$ cat config.mk
export PLATFORM = sky130hd
export DESIGN_NAME = mem_arbiter
export DESIGN_NICKNAME = d
export VERILOG_FILES = /design/src/rtl/sap_pkg.sv /design/src/rtl/mem_arbiter.sv
export SDC_FILE = /design/constraint.sdc
export NUM_CORES = 1
export LEC_CHECK = 0
export BUFFER_PORTS_ARGS = -buffer_cell sky130_fd_sc_hd__buf_2
export CAP_MARGIN = 0
export CORE_MARGIN = 8
export CORE_UTILIZATION = 35
export CTS_CLUSTER_DIAMETER = 50
export DETAILED_ROUTE_END_ITERATION = 6
export PLACE_DENSITY = 0.84
export SLEW_MARGIN = 40
export SYNTH_ARGS = -nofsm -noshare
export SYNTH_HDL_FRONTEND = slang
export SYNTH_SLANG_ARGS = --single-unit
$ cat constraint.sdc
create_clock -name CLK -period 2 [get_ports CLK]
set_input_delay 0.4 -clock CLK [delete_from_list [all_inputs] [get_ports CLK]]
set_output_delay 0.4 -clock CLK [all_outputs]
set_load 0.005 [all_outputs]
$ cat src/rtl/sap_pkg.sv
// Shared types and default widths for the SAP memory arbiter.
package sap_pkg;

   localparam int SAP_ADDR_W = 4;
   localparam int SAP_DATA_W = 8;

   typedef enum logic [1:0] {
      LOAD = 2'd0,
      TURN = 2'd1,
      RUN  = 2'd2
   } arb_state_t;

endpackage

$ cat src/rtl/mem_arbiter.sv
// Arbitrates the shared program memory between the external loader and the CPU.
// Define MEM_ARB_AUTO_ADDR_EN to write loader beats to an internal incrementing pointer.
module mem_arbiter
   import sap_pkg::*;
#(
   parameter int ADDR_W = SAP_ADDR_W,
   parameter int DATA_W = SAP_DATA_W
) (
   input  logic              CLK,
   input  logic              CLR_bar,
   input  logic              run_req,
   input  logic [ADDR_W-1:0] cpu_addr,
   input  logic              CE_bar,
   input  logic              ld_valid,
   input  logic [ADDR_W-1:0] ld_addr,
   input  logic [DATA_W-1:0] ld_data,
   output logic              ld_ready,
   output logic [ADDR_W-1:0] mem_addr,
   output logic [DATA_W-1:0] mem_wdata,
   output logic              mem_we,
   input  logic [DATA_W-1:0] mem_rdata,
   output logic [DATA_W-1:0] cpu_data,
   output logic              cpu_data_en,
   output logic              cpu_hold,
   output logic [ADDR_W:0]   load_cnt
);

   localparam logic [ADDR_W:0]   CNT_MAX = {1'b1, {ADDR_W{1'b0}}};
   localparam logic [ADDR_W:0]   CNT_ONE = {{ADDR_W{1'b0}}, 1'b1};

   arb_state_t        state_r;
   logic [ADDR_W:0]   load_cnt_r;
   logic              beat_s;
   logic [ADDR_W-1:0] waddr_s;

`ifdef MEM_ARB_AUTO_ADDR_EN
   localparam logic [ADDR_W-1:0] PTR_ONE = {{(ADDR_W-1){1'b0}}, 1'b1};
   logic [ADDR_W-1:0] ptr_r;
   assign waddr_s = ptr_r;
`else
   assign waddr_s = ld_addr;
`endif

   // Reset gates the beat so an aborted cycle never reaches the memory.
   assign beat_s   = CLR_bar && (state_r == LOAD) && ld_valid;
   assign load_cnt = load_cnt_r;

   // Ownership FSM plus the inline beat counter (and pointer when enabled).
   always_ff @(posedge CLK) begin
      if (!CLR_bar) begin
         state_r    <= LOAD;
         load_cnt_r <= {(ADDR_W+1){1'b0}};
`ifdef MEM_ARB_AUTO_ADDR_EN
         ptr_r      <= {ADDR_W{1'b0}};
`endif
      end else begin
         case (state_r)
            LOAD: begin
               if (beat_s) begin
                  if (load_cnt_r != CNT_MAX) begin
                     load_cnt_r <= load_cnt_r + CNT_ONE;
                  end
`ifdef MEM_ARB_AUTO_ADDR_EN
                  ptr_r <= ptr_r + PTR_ONE;
`endif
               end
               if (run_req) begin
                  state_r <= TURN;
               end
            end
            TURN: begin
               state_r <= RUN;
            end
            RUN: begin
               // A CPU read in progress keeps ownership until CE_bar releases.
               if (!run_req && CE_bar) begin
                  state_r    <= LOAD;
                  load_cnt_r <= {(ADDR_W+1){1'b0}};
`ifdef MEM_ARB_AUTO_ADDR_EN
                  ptr_r      <= {ADDR_W{1'b0}};
`endif
               end
            end
            default: begin
               state_r <= LOAD;
            end
         endcase
      end
   end

   // Memory-port and CPU-side outputs decoded from the owner and live inputs.
   always_comb begin
      ld_ready    = 1'b0;
      mem_we      = 1'b0;
      mem_addr    = cpu_addr;
      mem_wdata   = {DATA_W{1'b0}};
      cpu_data    = {DATA_W{1'b0}};
      cpu_data_en = 1'b0;
      cpu_hold    = 1'b1;
      if (CLR_bar) begin
         case (state_r)
            LOAD: begin
               ld_ready  = 1'b1;
               mem_we    = beat_s;
               mem_addr  = waddr_s;
               mem_wdata = ld_data;
            end
            TURN: begin
               cpu_hold = 1'b1;
            end
            RUN: begin
               cpu_hold = 1'b0;
               if (!CE_bar) begin
                  cpu_data    = mem_rdata;
                  cpu_data_en = 1'b1;
               end else begin
                  cpu_data    = {DATA_W{1'b0}};
                  cpu_data_en = 1'b0;
               end
            end
            default: begin
               cpu_hold = 1'b1;
            end
         endcase
      end else begin
         ld_ready = 1'b0;
         cpu_hold = 1'b1;
      end
   end

endmodule

==> flow_metrics.py <==
metrics = {
    "floorplanning": {
        "die_width_um": 58.5,
        "die-area_sq_mm": 0.00343,
        "io_pins": 58,
        "row_count": 15,
        "die_h_um": 58.5,
        "start_util": 0.371,
        "core-area_sq_mm": 0.00171,
    },
    "pwr": {
        "ir_worst_vdd_mv": 0.267,
        "switching_share": 0.307,
        "sequentialPowerShare": 0.370,
        "finalPower_mw": 0.447,
        "clkPwrFrac": 0.308,
        "p_sw_mw": 0.137,
        "powerDensity_mw_per_mm2": 466,
        "power_frac_comb": 0.323,
        "leakage_nw": 0.513,
        "internal_power_mw": 0.310,
    },
    "run_status": {
        "status": "finished, final reports clean",
    },
    "global_routing": {
        "grt_pass1_vias": 761,
        "use_met1": 0.0980,
        "top_usage_layer": "met2",
        "use_met2": 0.246,
        "grt_max_degree": 12,
        "antenna_found_initial": 0,
        "grt_usage": 0.119,
        "globalRouteMet3Util": 0.0261,
        "grt_pass1_wl_um": 3190,
        "overflow": 0,
    },
    "setup_path": {
        "required_ps": 1600,
        "crit_type": "reg2out",
        "critPathCaptureType": "output pin",
        "reg2reg_from": "state_r[1]$_SDFFE_PN0P_",
        "worstSetupStartpointType": "flop",
        "worstSetupStartpoint": "state_r[1]$_SDFFE_PN0P_",
        "cp.arrival_ps": 1460,
        "rrSetupSlack_ps": 630,
        "crit_fanout": 11,
    },
    "sta": {
        "setup_tns_ps": 0,
        "min_period_over_period": 0.932,
        "setup_viol": 0,
        "fin_skew_ps": 5.02,
        "maxSlewViolCount": 0,
        "worstMarginPinSlew_ps": 282,
        "finalCriticalPeriod_ps": 1860,
        "fmax_ghz": 0.536,
        "rsz0062_at_grt": "false",
        "final-hold-violation-count": 0,
        "relSlewSlack": 0.812,
    },
    "clock_network": {
        "clock_path_buffers": 2,
        "cts_sinks": 7,
        "cts-hold-fix-buffers": 0,
        "cts_made_buffers": 3,
        "htreeDepth": 1,
        "cts_tree": "built",
        "cts-root-buf": "clkbuf_4",
        "path_clk_slew_ps": 60,
        "worstSkewPairLatency_ps": 260,
    },
    "placed_design": {
        "portBuffers": 57,
        "dp_hpwl_um": 1820,
        "gp_congestion": 0.730,
        "place_area_sq_um": 933,
    },
    "routing": {
        "routed-via-count": 712,
        "avgRoutedWirePerCell_um": 14.2,
        "antenna_left": 0,
        "drc": 0,
        "first_pass_iters": 4,
        "vias_per_cell": 4.68,
        "drt_iter0_drc": 15,
        "drt-total-wl_um": 2160,
    },
    "synth": {
        "synth_seq_cells": 7,
        "synthCells": 68,
        "avgSynthCellArea_sq_um": 9.31,
        "synth_nets": 99,
        "synthDistinctLibCells": 30,
        "yosysWarnings": 0,
        "synth_area_sq_um": 633,
        "yosysSeqAreaShare": 0.221,
    },
    "final_layout": {
        "drive_above_1_share": 0.575,
        "nets": 159,
        "fillers": 157,
        "fin_area_sq_um": 961,
        "synthToLayoutAreaGrowth_pct": 51.8,
        "multi_input_area_sq_um": 458,
        "seq_area_sq_um": 141,
        "diodes": 0,
    },
    "hold_path": {
        "hold_start": "run_req",
        "hp-class": "in2reg",
    },
    "job": {
        "max-cap-violations": 0,
    },
}
area by class of cell:
| cell class | instances | share of cell area |
|---|---|---|
| flip-flops and latches | 7 | 0.147 |
| repair buffers | 58 | 0.305 |
| well taps | 25 | 0.0326 |
| multi-input cells | 55 | 0.477 |
| inverters | 3 | 0.0117 |
| clock buffers | 4 | 0.0273 |
per-stage QoR:
stage	std cells	hold slack [ps]	setup slack, ps	util
after floorplan	68	491	412	-
after global placement	148	500	216	0.547
after detailed placement	148	505	194	0.547
after CTS	152	371	0.781	0.562
after global routing	152	393	76.1	0.563
final	152	369	136	0.563
cell usage after synthesis (all sizes together):
cell     count  area share
nand4b       1       0.014
nand4bb      1       0.018
and3         1      0.0099
and2        19        0.19
nand2        5       0.030
nor4b        1       0.038
inv          3       0.018
o2bb2ai      1       0.014
and4bb       2       0.051
a31oi        1      0.0099
mux2         4       0.071
buf          3       0.038
nor3b        2       0.042
nor2b        1      0.0099
a311o        1       0.016
mux2i        3       0.047
nand3b       1       0.012
o21ai        1      0.0079
o22ai        2       0.042
ha           2       0.040
dfxtp        7        0.22
or2b         1       0.012
nand3        1      0.0079
nand2b       1      0.0099
nor2         2       0.020
and4b        1       0.016
worst paths after layout:
check	to	cells after the start
hold / removal	state_r[0]$_SDFFE_PN0P_	2
hold reg to reg	load_cnt[0]$_SDFFE_PN0P_	2
setup reg to reg	load_cnt[2]$_SDFFE_PN0P_	3
setup / recovery	mem_addr[3]	3
cells by family after synthesis:
logic type | share of synthesized area
buffers and inverters | 0.0553
muxes | 0.119
DFF | 0.221
adders and majority gates | 0.0395
and+or+nand+nor | 0.476
AOI/OAI and AO/OA | 0.0889
power groups by stage:
| stage | Clock [mW] | Combinational (mW) | Sequential (mW) |
|---|---|---|---|
| after global routing | 0.142 | 0.159 | 0.167 |
| after detailed placement | 0 | 0.147 | 0.168 |
| after CTS | 0.137 | 0.147 | 0.165 |
| after global placement | 0 | 0.139 | 0.167 |
| final | 0.138 | 0.144 | 0.165 |
| after floorplan | 0 | 0.0827 | 0.162 |
metal layers:
metal	vias to the layer above	wire length (um)	share of wire
met5	-	0	0
met1	325	751	0.35
li1	353	-	-
met3	5	133	0.062
met2	29	1220	0.57
met4	0	46	0.021
cells in the final DEF, fill, tap and decap left out, types with 2 or more instances in the layout:
cell	netlist	layout
mux2i_1	3	3
mux2_2	4	4
inv_1	3	3
clkbuf_4	0	3
buf_2	1	57
and4bb_4	2	2
ha_1	2	2
and2_1	19	19
nor2_2	2	2
nand2_1	5	5
dfxtp_1	7	6
repair_timing:
action,in CTS,in global routing
endpoints found under the hold margin,0,0
buffers inserted,0,0
resized for setup,0,1
setup endpoints to repair,0,12
state kept, by name (all words and copies together), names as in the netlist:
name / flops
load_cnt: 5
state_r: 2
worst max-delay path: stages (launching register included):
cell and delay (ps):
dfxtp_2 390, nor3b_4 310, mux2_2 370, buf_2 130
(Power assumes the default switching activity.)
